## src/rtl/pipe_adder_if.sv

```systemverilog
// Operation/result bundle for pipe_adder: the source drives the operation and
// pipeline enable; the adder returns the registered result.
interface pipe_adder_if #(
  parameter int W = 16
);
  logic         en;
  logic         in_valid;
  logic [W-1:0] a;
  logic [W-1:0] b;
  logic         c_in;
  logic         sub;
  logic         out_valid;
  logic [W-1:0] sum;
  logic         c_out;
  logic         ovf;

  modport master (
    output en, in_valid, a, b, c_in, sub,
    input  out_valid, sum, c_out, ovf
  );

  modport slave (
    input  en, in_valid, a, b, c_in, sub,
    output out_valid, sum, c_out, ovf
  );
endinterface

```

## src/rtl/pipe_adder.sv

```systemverilog
// Pipelined W-bit add/subtract: one CW-bit ripple slice per stage, carry
// registered between stages, outputs driven straight from the last stage.
module pipe_adder #(
  parameter int W      = 16,
  parameter int STAGES = 4
) (
  input  logic         clk,
  input  logic         rst_n,
  pipe_adder_if.slave  bus
);
  localparam int CW = W / STAGES;

  logic [W-1:0] w_be;
  logic         w_ce;

  assign w_be = bus.sub ? ~bus.b : bus.b;
  assign w_ce = bus.c_in ^ bus.sub;

  for (genvar s = 0; s < STAGES; s++) begin : g_stg
    localparam int LO = s * CW;
    localparam int HI = LO + CW;

    // Operand views start at this stage's slice; upper bits are still pending.
    logic [W-LO-1:0] w_ain;
    logic [W-LO-1:0] w_bin;
    logic            w_vin;
    logic            w_ci;
    logic            w_amsb;
    logic            w_bmsb;
    logic [CW:0]     w_res;
    logic [HI-1:0]   w_sum;

    logic            r_vld;
    logic            r_cy;
    logic [HI-1:0]   r_sum;

    if (s == 0) begin : g_src
      assign w_vin  = bus.in_valid;
      assign w_ain  = bus.a;
      assign w_bin  = w_be;
      assign w_ci   = w_ce;
      assign w_amsb = bus.a[W-1];
      assign w_bmsb = w_be[W-1];
    end else begin : g_src
      assign w_vin  = g_stg[s-1].r_vld;
      assign w_ain  = g_stg[s-1].g_fwd.r_a;
      assign w_bin  = g_stg[s-1].g_fwd.r_be;
      assign w_ci   = g_stg[s-1].r_cy;
      assign w_amsb = g_stg[s-1].g_fwd.r_amsb;
      assign w_bmsb = g_stg[s-1].g_fwd.r_bmsb;
    end

    assign w_res = {1'b0, w_ain[CW-1:0]} + {1'b0, w_bin[CW-1:0]} + {{CW{1'b0}}, w_ci};

    if (s == 0) begin : g_acc
      assign w_sum = w_res[CW-1:0];
    end else begin : g_acc
      assign w_sum = {w_res[CW-1:0], g_stg[s-1].r_sum};
    end

    always_ff @(posedge clk or negedge rst_n) begin
      if (!rst_n) begin
        r_vld <= 1'b0;
        r_cy  <= 1'b0;
        r_sum <= '0;
      end else if (bus.en) begin
        r_vld <= w_vin;
        r_cy  <= w_res[CW];
        r_sum <= w_sum;
      end
    end

    if (s < STAGES - 1) begin : g_fwd
      logic [W-HI-1:0] r_a;
      logic [W-HI-1:0] r_be;
      logic            r_amsb;
      logic            r_bmsb;

      always_ff @(posedge clk or negedge rst_n) begin
        if (!rst_n) begin
          r_a    <= '0;
          r_be   <= '0;
          r_amsb <= 1'b0;
          r_bmsb <= 1'b0;
        end else if (bus.en) begin
          r_a    <= w_ain[W-LO-1:CW];
          r_be   <= w_bin[W-LO-1:CW];
          r_amsb <= w_amsb;
          r_bmsb <= w_bmsb;
        end
      end
    end else begin : g_lst
      logic r_ovf;

      // Overflow is resolved while loading the last slice so ovf is a plain register.
      always_ff @(posedge clk or negedge rst_n) begin
        if (!rst_n) begin
          r_ovf <= 1'b0;
        end else if (bus.en) begin
          r_ovf <= (w_amsb == w_bmsb) && (w_res[CW-1] != w_amsb);
        end
      end

      assign bus.out_valid = r_vld;
      assign bus.sum       = r_sum;
      assign bus.c_out     = r_cy;
      assign bus.ovf       = r_ovf;
    end
  end
endmodule
```

## src/flat_wrapper.sv

```systemverilog
// flat-port wrapper written by rule: the top's interface ports become plain ports
module pipe_adder_flat 
#(
  parameter int W      = 16,
  parameter int STAGES = 4
)
  (clk, rst_n, bus_en, bus_in_valid, bus_a, bus_b, bus_c_in, bus_sub, bus_out_valid, bus_sum, bus_c_out, bus_ovf);
  pipe_adder_if #(.W(W)) bus_i ();
  input  logic clk;
  input  logic rst_n;
  input wire logic [$bits(bus_i.en)-1:0] bus_en;
  input wire logic [$bits(bus_i.in_valid)-1:0] bus_in_valid;
  input wire logic [$bits(bus_i.a)-1:0] bus_a;
  input wire logic [$bits(bus_i.b)-1:0] bus_b;
  input wire logic [$bits(bus_i.c_in)-1:0] bus_c_in;
  input wire logic [$bits(bus_i.sub)-1:0] bus_sub;
  output wire logic [$bits(bus_i.out_valid)-1:0] bus_out_valid;
  output wire logic [$bits(bus_i.sum)-1:0] bus_sum;
  output wire logic [$bits(bus_i.c_out)-1:0] bus_c_out;
  output wire logic [$bits(bus_i.ovf)-1:0] bus_ovf;
  assign bus_i.en = bus_en;
  assign bus_i.in_valid = bus_in_valid;
  assign bus_i.a = bus_a;
  assign bus_i.b = bus_b;
  assign bus_i.c_in = bus_c_in;
  assign bus_i.sub = bus_sub;
  assign bus_out_valid = bus_i.out_valid;
  assign bus_sum = bus_i.sum;
  assign bus_c_out = bus_i.c_out;
  assign bus_ovf = bus_i.ovf;
  pipe_adder #(.W(W), .STAGES(STAGES)) u_core (.clk(clk), .rst_n(rst_n), .bus(bus_i));
endmodule
```

## config.mk

```make
export PLATFORM = sky130hd
export DESIGN_NAME = pipe_adder_flat
export DESIGN_NICKNAME = d
export VERILOG_FILES = /design/src/rtl/pipe_adder_if.sv /design/src/rtl/pipe_adder.sv /design/src/flat_wrapper.sv
export SDC_FILE = /design/constraint.sdc
export NUM_CORES = 1
export LEC_CHECK = 0
export BUFFER_PORTS_ARGS = -buffer_cell sky130_fd_sc_hd__buf_2
export CAP_MARGIN = 20
export CORE_MARGIN = 4
export CORE_UTILIZATION = 35
export CTS_BUF_LIST = sky130_fd_sc_hd__clkbuf_4 sky130_fd_sc_hd__clkbuf_8
export CTS_CLUSTER_DIAMETER = 200
export DETAILED_ROUTE_END_ITERATION = 10
export GPL_ROUTABILITY_DRIVEN = 0
export PLACE_DENSITY = 0.64
export SLEW_MARGIN = 20
export SYNTH_ARGS = -nofsm -noshare
export SYNTH_HDL_FRONTEND = slang
export SYNTH_SLANG_ARGS = --single-unit
```

## constraint.sdc

```tcl
create_clock -name clk -period 2.7 [get_ports clk]
set_input_delay 0.405 -clock clk [delete_from_list [all_inputs] [get_ports clk]]
set_output_delay 0.405 -clock clk [all_outputs]
set_load 0.1 [all_outputs]
```

==> results of run 1 <==
## cells in the mapped netlist
cell type | count | area [µm²]
nand3b_1 | 3 | 22.5
clkbuf_1 | 1 | 3.75
xor2_1 | 5 | 43.8
nor2b_1 | 3 | 18.8
nand2_1 | 3 | 11.3
or4b_1 | 3 | 30.0
mux2i_1 | 2 | 20.0
o32ai_1 | 1 | 8.76
and3_4 | 1 | 11.3
a21oi_1 | 21 | 105
buf_4 | 2 | 15.0
or3_1 | 1 | 6.26
xnor2_1 | 16 | 140
o21a_1 | 1 | 7.51
a31o_1 | 1 | 8.76
nand4_1 | 3 | 18.8
nor2_1 | 18 | 67.6
nand2b_1 | 4 | 25.0
nor3_1 | 1 | 5.00
dfrtp_1 | 97 | 2430
buf_2 | 13 | 65.1
ha_1 | 12 | 150
o2111ai_1 | 3 | 26.3
mux2_2 | 69 | 777
o21ai_0 | 6 | 30.0
a21o_1 | 3 | 22.5
fa_1 | 8 | 160
a31oi_1 | 2 | 12.5
inv_1 | 17 | 63.8
## cells in the final DEF (no fill, tap or decap), types with 5 or more instances in the layout
cell / instances
dfrtp_1: 97
mux2_2: 69
buf_2: 54
a21oi_1: 21
nor2_1: 18
inv_1: 17
xnor2_1: 16
ha_1: 12
clkbuf_8: 9
fa_1: 8
buf_4: 7
o21ai_0: 6
xor2_1: 5
## through the flow
stage | hold WS (ns) | util, % | total power, W | instance area [µm²]
after global routing | 0.129 | 41.5 | 0.00535 | 4990
after floorplan | 0.109 | - | 0.00361 | 4300
final | 0.0701 | 41.5 | 0.00506 | 4990
after CTS | 0.0870 | 41.5 | 0.00513 | 4990
after detailed placement | 0.478 | 39.5 | 0.00401 | 4750
after global placement | 0.471 | 39.5 | 0.00396 | 4750
## worst max-delay path: stages, from the launching register on
cell,delay (ns)
dfrtp_1,0.40
fa_1,0.48
fa_1,0.42
a21o_1,0.21
a21oi_1,0.14
a21oi_1,0.08
## area by class of cell
cell class / count / area [µm²] / area share, %
sequential: 97 / 2430 / 48.6
multi-input combinational: 190 / 1730 / 34.7
timing repair buffer: 62 / 343 / 6.87
tap: 147 / 184 / 3.69
clock buffer: 9 / 124 / 2.48
clock inverter: 7 / 119 / 2.38
inverter: 17 / 63.8 / 1.28
## state kept, by name, indices dropped and copies added, names as in the netlist
signal	count
u_core.g_stg.r_sum	24
u_core.g_stg.g_fwd.r_bmsb	3
u_core.bus.ovf	1
u_core.bus.c_out	1
u_core.g_stg.g_fwd.r_a	21
u_core.g_stg.r_cy	3
u_core.g_stg.g_fwd.r_amsb	3
u_core.bus.sum	16
u_core.g_stg.g_fwd.r_be	21
u_core.bus.out_valid	1
u_core.g_stg.r_vld	3
## worst max path at each step
stage,to,slack (ns),cells after the start
finish,u_core.bus.c_out,0.86,5
detailed placement,u_core.g_stg[0].r_cy,0.55,7
CTS,u_core.bus.c_out,0.84,5
global placement,u_core.g_stg[0].r_cy,0.61,7
floorplan,u_core.g_stg[0].r_cy,0.45,8
global route,u_core.bus.c_out,0.80,5
## cells by family (layout without fill, tap and decap cells)
logic type	after synthesis	in the layout	synth area share, %
mux	71	71	18.5
xor+xnor	21	21	4.27
compound gates	38	38	5.15
simple gates	40	40	5.03
buf+inv	33	95	3.43
flops	97	97	56.4
fa+ha+maj	20	20	7.21
## power breakdown
part           internal [W]  switching [W]
clock network      0.000614       0.000493
registers           0.00184       0.000205
logic              0.000543        0.00137
## per-layer routing
layer	track usage [%]	part of all wire (%)	up-vias	routed length, µm
met1	16.0	50	1246	3650
met5	0	0	-	0
met3	2.66	3.4	12	250
met4	5.00	1.8	0	131
li1	-	-	1216	-
met2	16.2	45	44	3300
==> metrics.csv, run 1 <==
stage,metric,value,unit
die,die_y,119,µm
sta,fin_ws,0.862,ns
worst_setup_path,cp-startpoint,u_core.g_stg[2].g_fwd.r_be[0],
final_layout,diodes,0,
clock_network,post_cts_buffers,0,
clock_network,clk_pin_slew,0.09,ns
global_route,grt_pass1_vias,2607,
clock_network,worstSkewPairLatency,0.37,ns
power,p_leak,2.22,nW
drt,first_pass_iters,4,
global_route,grt_remaining_overflow,0,
die,fp.coreArea,12000,µm²
drt,wl_per_cell,13.9,µm
sta,rsz0062_at_grt,no,
drt,wirelength,7330,µm
clock_network,hold_buffers,0,
global_route,grt_pass1_wl,12700,µm
final_layout,filler_cell_count,1143,
synth,ys_types,29,
clock_network,numCtsBuffers,9,
sta,finalSetupTns,0,ns
place,post-place-cells,513,
sta,slew_headroom,54.4,%
synth,ys_seq_area_share,56.4,%
final_layout,fin_cells,529,
flow_run,maxCapViolCount,0,
worst_setup_path,end_kind,register,
worst_setup_path,cp-start-kind,register,
drt,via_per_inst,4.76,
synth,yosysWarnings,0,
sta,finClkSkew,0.00682,ns
worst_setup_path,r2r_cells,5,
place,post-place-ws,0.546,ns
worst_setup_path,r2r_end,u_core.bus.c_out,
global_route,antenna_found_initial,0,
sta,max_freq,544,MHz
outcome,status,"complete, no violations",
clock_network,cts_tree,done,
worst_setup_path,arrival,2.08,ns
place,dp.final_hpwl,5240,µm
worst_setup_path,reg2reg_from,u_core.g_stg[2].g_fwd.r_be[0],
min_path,hold_path.class,in -> async,
synth,synthCells,320,
drt,drt_iter0_drc,132,
clock_network,cts_resized,0,
die,num_rows,40,
sta,fin_crit,1.84,ns
die,dieArea,14100,µm²
global_route,track_usage,11.2,%
worst_setup_path,required,2.94,ns
clock_network,cts_sinks,97,
final_layout,area.growth.synth_to_final,15.9,%
place,portBuffers,56,
sta,final_hold_viol_count,0,
synth,syn_area,4300,µm²
clock_network,clockBufferDepth,2,
drt,ant_nets,0,
worst_setup_path,path_class,reg -> reg,
sta,drv_slew,0,
synth,syn_area_per_cell,13.5,µm²
power,vdd.ir_drop.worst,0.329,mV
die,dieWidth,119,µm
sta,tightest_slew,0.684,ns
power,powerDensity,1010,nW/µm²
final_layout,drive_gt1_share,38.7,%
synth,synth-seq-cells,97,
synth,synth_fp_nets,378,
final_layout,final_nets,435,
die,ioPinCount,57,
clock_network,cts_max_level,3,
sta,post-route-period-util,68.1,%
global_route,grt_start_max_net_pins,69,
drt,route.vias.total,2518,
clock_network,cts_root_buf,clkbuf_8,
worst_setup_path,r2r_setup_slack,0.86,ns
drt,drc_errors,0,
sta,setup_viol,0,
worst_setup_path,cp_max_fo,2,
die,initial_utilization,35.8,%
(Power assumes the default switching activity.)
==> run 2: changes to the inputs <==
- ABC_AREA: not set -> 1
- PLACE_DENSITY: 0.64 -> 0.66
- clock period: 2.7 -> 1.5 ns (I/O delays scaled with it)
==> run 2 against run 1 <==
Largest cell class unchanged. First-iteration DRC count up 2.3%. Largest power group unchanged. Clock skew up 0.0024 ns. Worst hold slack got worse by 0.0050 ns. Final area increased by 2.0%. Cell count up 27%. Critical path type unchanged. Worst setup slack lost 0.96 ns. The run now ends with setup timing left. Non-clock buffer count is 7 higher.
==> metrics.csv, run 2 <==
stage,metric,value,unit,change
outcome,status,"finished, violations left",,"was complete, no violations"
outcome,violations,setup timing,,
worst_setup_path,crit_chain,fa_2 -> fa_2 -> nand2_2 -> inv_2 -> o21ai_2 -> nand3_1,,was fa_1 -> fa_1 -> a21o_1 -> a21oi_1 -> a21oi_1
worst_setup_path,r2r_cells,6,,was 5
drt,wl_per_cell,12.2,µm,was 13.9 µm
min_path,hold_path.class,in -> reg,,was in -> async
synth,yosysWarnings,0,,unchanged
worst_setup_path,required,1.75,ns,was 2.94 ns
final_layout,final_common_cell,nand2_1,,was dfrtp_1
place,dp.final_hpwl,5610,µm,was 5240 µm
clock_network,clockBufferDepth,2,,unchanged
final_layout,mostFrequentLayoutCells,"143 x nand2_1, 97 x dfrtp_1, 66 x o21ai_0",,"was 97 x dfrtp_1, 69 x mux2_2, 54 x buf_2"
min_path,min_to,u_core.g_stg[0].g_fwd.r_a[10],,
final_layout,diodes,0,,unchanged
place,post-place-cells,650,,was 513
worst_setup_path,slowest_stage,fa_2,,was fa_1
global_route,track_usage,12.6,%,was 11.2%
die,dieArea,14200,µm²,"was 14,100 µm²"
sta,fin_crit,1.60,ns,was 1.84 ns
die,fp.coreArea,12000,µm²,unchanged
worst_setup_path,reg2reg_from,u_core.g_stg[2].r_cy,,was u_core.g_stg[2].g_fwd.r_be[0]
clock_network,numCtsBuffers,9,,unchanged
power,powerDensity,1440,nW/µm²,was 1010 nW/µm²
sta,rsz0062_at_grt,yes,,was no
final_layout,regMostFlops,u_core.g_stg.r_sum,,unchanged
final_layout,fin_cells,672,,was 529
synth,synth-seq-cells,97,,unchanged
drt,drc_errors,0,,unchanged
synth,synth.most_common_cell,nand2_1,,was dfrtp_1
sta,final_hold_viol_count,0,,unchanged
die,ioPinCount,57,,unchanged
worst_setup_path,arrival,1.85,ns,was 2.08 ns
worst_setup_path,cpMostUsedCell,fa_2,,
synth,synth_fp_nets,522,,was 378
synth,async_reset_ff_share,100,%,unchanged
global_route,grt_remaining_overflow,0,,unchanged
clock_network,cts_max_level,3,,unchanged
die,die_y,119,µm,about the same
drt,wirelength,8180,µm,was 7330 µm
worst_setup_path,cp_max_fo,2,,unchanged
synth,synthTopCellsByArea,"dfrtp_1 56%, nand2_1 13%, o21ai_0 8.5%",,"was dfrtp_1 56%, mux2_2 18%, fa_1 3.7%"
synth,synth_common_cells,"149 x nand2_1, 97 x dfrtp_1, 73 x o21ai_0, 45 x inv_1, 19 x nand3_1",,"was 97 x dfrtp_1, 69 x mux2_2, 21 x a21oi_1, 18 x nor2_1, 17 x inv_1"
place,portBuffers,56,,unchanged
clock_network,worstSkewPairLatency,0.36,ns,was 0.37 ns
die,initial_utilization,35.9,%,was 35.8%
min_path,hp-start,bus_a[14],,
synth,syn_area_per_cell,9.29,µm²,was 13.5 µm²
synth,synthFlopType,dfrtp_1,,unchanged
drt,drt_iter0_drc,135,,was 132
drt,via_per_inst,4.60,,was 4.76
synth,syn_area,4310,µm²,was 4300 µm²
clock_network,clk_pin_slew,0.08,ns,was 0.09 ns
sta,fin_ws,-0.103,ns,was 0.862 ns
sta,tightest_slew,0.513,ns,was 0.684 ns
worst_setup_path,r2r_setup_slack,-0.10,ns,was 0.86 ns
sta,drv_slew,0,,unchanged
final_layout,top_regs,"u_core.g_stg.r_sum (24), u_core.g_stg.g_fwd.r_a (21), u_core.g_stg.g_fwd.r_be (21)",,unchanged
drt,ant_nets,0,,unchanged
global_route,grt_start_max_net_pins,93,,was 69
sta,max_freq,624,MHz,was 544 MHz
worst_setup_path,max_stage_delay,0.42,ns,was 0.48 ns
sta,finClkSkew,0.00922,ns,was 0.00682 ns
final_layout,final_nets,579,,was 435
global_route,grt_pass1_wl,14500,µm,"was 12,700 µm"
clock_network,cts_sinks,97,,unchanged
die,dieWidth,119,µm,about the same
synth,synthCells,464,,was 320
synth,synth_edf_count,0,,unchanged
drt,route.vias.total,3090,,"was 2,518"
worst_setup_path,r2r_end,u_core.bus.c_out,,unchanged
sta,slew_headroom,66.0,%,was 54.4%
worst_setup_path,path_class,reg -> reg,,unchanged
worst_setup_path,end_kind,register,,unchanged
sta,setup_viol,4,,was 0
synth,ys_types,19,,was 29
min_path,whs_path_depth,3,,
global_route,antenna_found_initial,0,,unchanged
power,p_total,0.00733,W,was 0.00506 W
flow_run,maxCapViolCount,0,,unchanged
die,num_rows,40,,unchanged
clock_network,cts_root_buf,clkbuf_8,,unchanged
clock_network,cts_tree,done,,unchanged
worst_setup_path,cp-start-kind,register,,unchanged
power,vdd.ir_drop.worst,0.469,mV,was 0.329 mV
drt,first_pass_iters,5,,was 4
sta,post-route-period-util,107,%,was 68.1%
worst_setup_path,cp-startpoint,u_core.g_stg[2].r_cy,,was u_core.g_stg[2].g_fwd.r_be[0]
synth,yosysTopAreaCellShare,56.3,%,was 56.4%
global_route,grt_pass1_vias,3205,,"was 2,607"
power,p_leak,2.55,nW,was 2.22 nW
final_layout,area.growth.synth_to_final,18.1,%,was 15.9%
synth,synth_area_leader_cell,dfrtp_1,,unchanged
final_layout,drive_gt1_share,21.1,%,was 38.7%
final_layout,largest_reg_flops,24,,unchanged
synth,ys_seq_area_share,56.3,%,was 56.4%
run 2: worst max path at each step:
stage                                          end  slack, ns  depth (start not counted)
after global routing              u_core.bus.c_out      -0.21                          6
final                             u_core.bus.c_out      -0.10                          6
after floorplan               u_core.g_stg[0].r_cy      -0.28                          9
after CTS                       u_core.bus.sum[14]      -0.11                          5
after detailed placement  u_core.g_stg[0].r_sum[2]      -0.29                          9
after global placement        u_core.g_stg[0].r_cy      -0.21                          8
run 2: stage by stage:
stage	setup TNS, ns	util [%]	hold slack (ns)	instance area (µm²)	worst slack (ns)
after floorplan	-0.816	-	-0.0706	4350	-0.285
final	-0.195	42.4	0.0651	5090	-0.103
after global placement	-0.816	39.7	0.0388	4770	-0.205
after global routing	-0.590	42.4	0.0579	5090	-0.209
after detailed placement	-1.42	39.7	0.0429	4770	-0.290
after CTS	-0.269	41.9	0.0431	5030	-0.110
run 2: cell type report:
class / count / area, µm²
tap: 147 / 184
timing repair buffer: 69 / 449
sequential: 97 / 2430
inverter: 46 / 173
clock buffer: 12 / 153
multi-input combinational: 298 / 1640
fill: 1184 / 6920
clock inverter: 3 / 65.1
run 2: what timing repair did:
item,CTS,global route
hold buffers,1,0
pin swaps,6,11
gates resized for setup,8,15
hold endpoints to repair,78,0
endpoints found under the setup margin,6,9
buffers inserted,3,3
run 2: report_power, final:
| group | total [W] | internal, W | switching, W |
|---|---|---|---|
| registers | 0.00328 | 0.00306 | 0.000224 |
| logic | 0.00220 | 0.000574 | 0.00162 |
| clock network | 0.00185 | 0.00101 | 0.000840 |
| total | 0.00733 | 0.00464 | 0.00269 |
run 2: routing by layer:
metal  wire [µm]  vias to the layer above  part of all wire (%)  track usage [%]
met3         267                       15                   3.3             2.66
met5           0                        -                     0                0
met2        3750                       61                    46             20.0
met4         164                        0                   2.0             5.72
li1            -                     1561                     -                -
met1        4000                     1453                    49             16.4
run 2: logic make-up after synthesis:
group / count (synthesis) / share of synthesized area, %
buf+inv: 69 / 7.11
xor+xnor: 17 / 3.45
simple gates: 179 / 16.2
compound gates: 82 / 9.72
flops: 97 / 56.3
fa+ha+maj: 20 / 7.20
run 2: critical path: cells and delay by family, from the launching register on:
kind            cells  cell delay (ns)
compound gates      1             0.11
fa+ha+maj           2             0.78
buf+inv             1             0.04
flops               1             0.41
simple gates        2             0.15
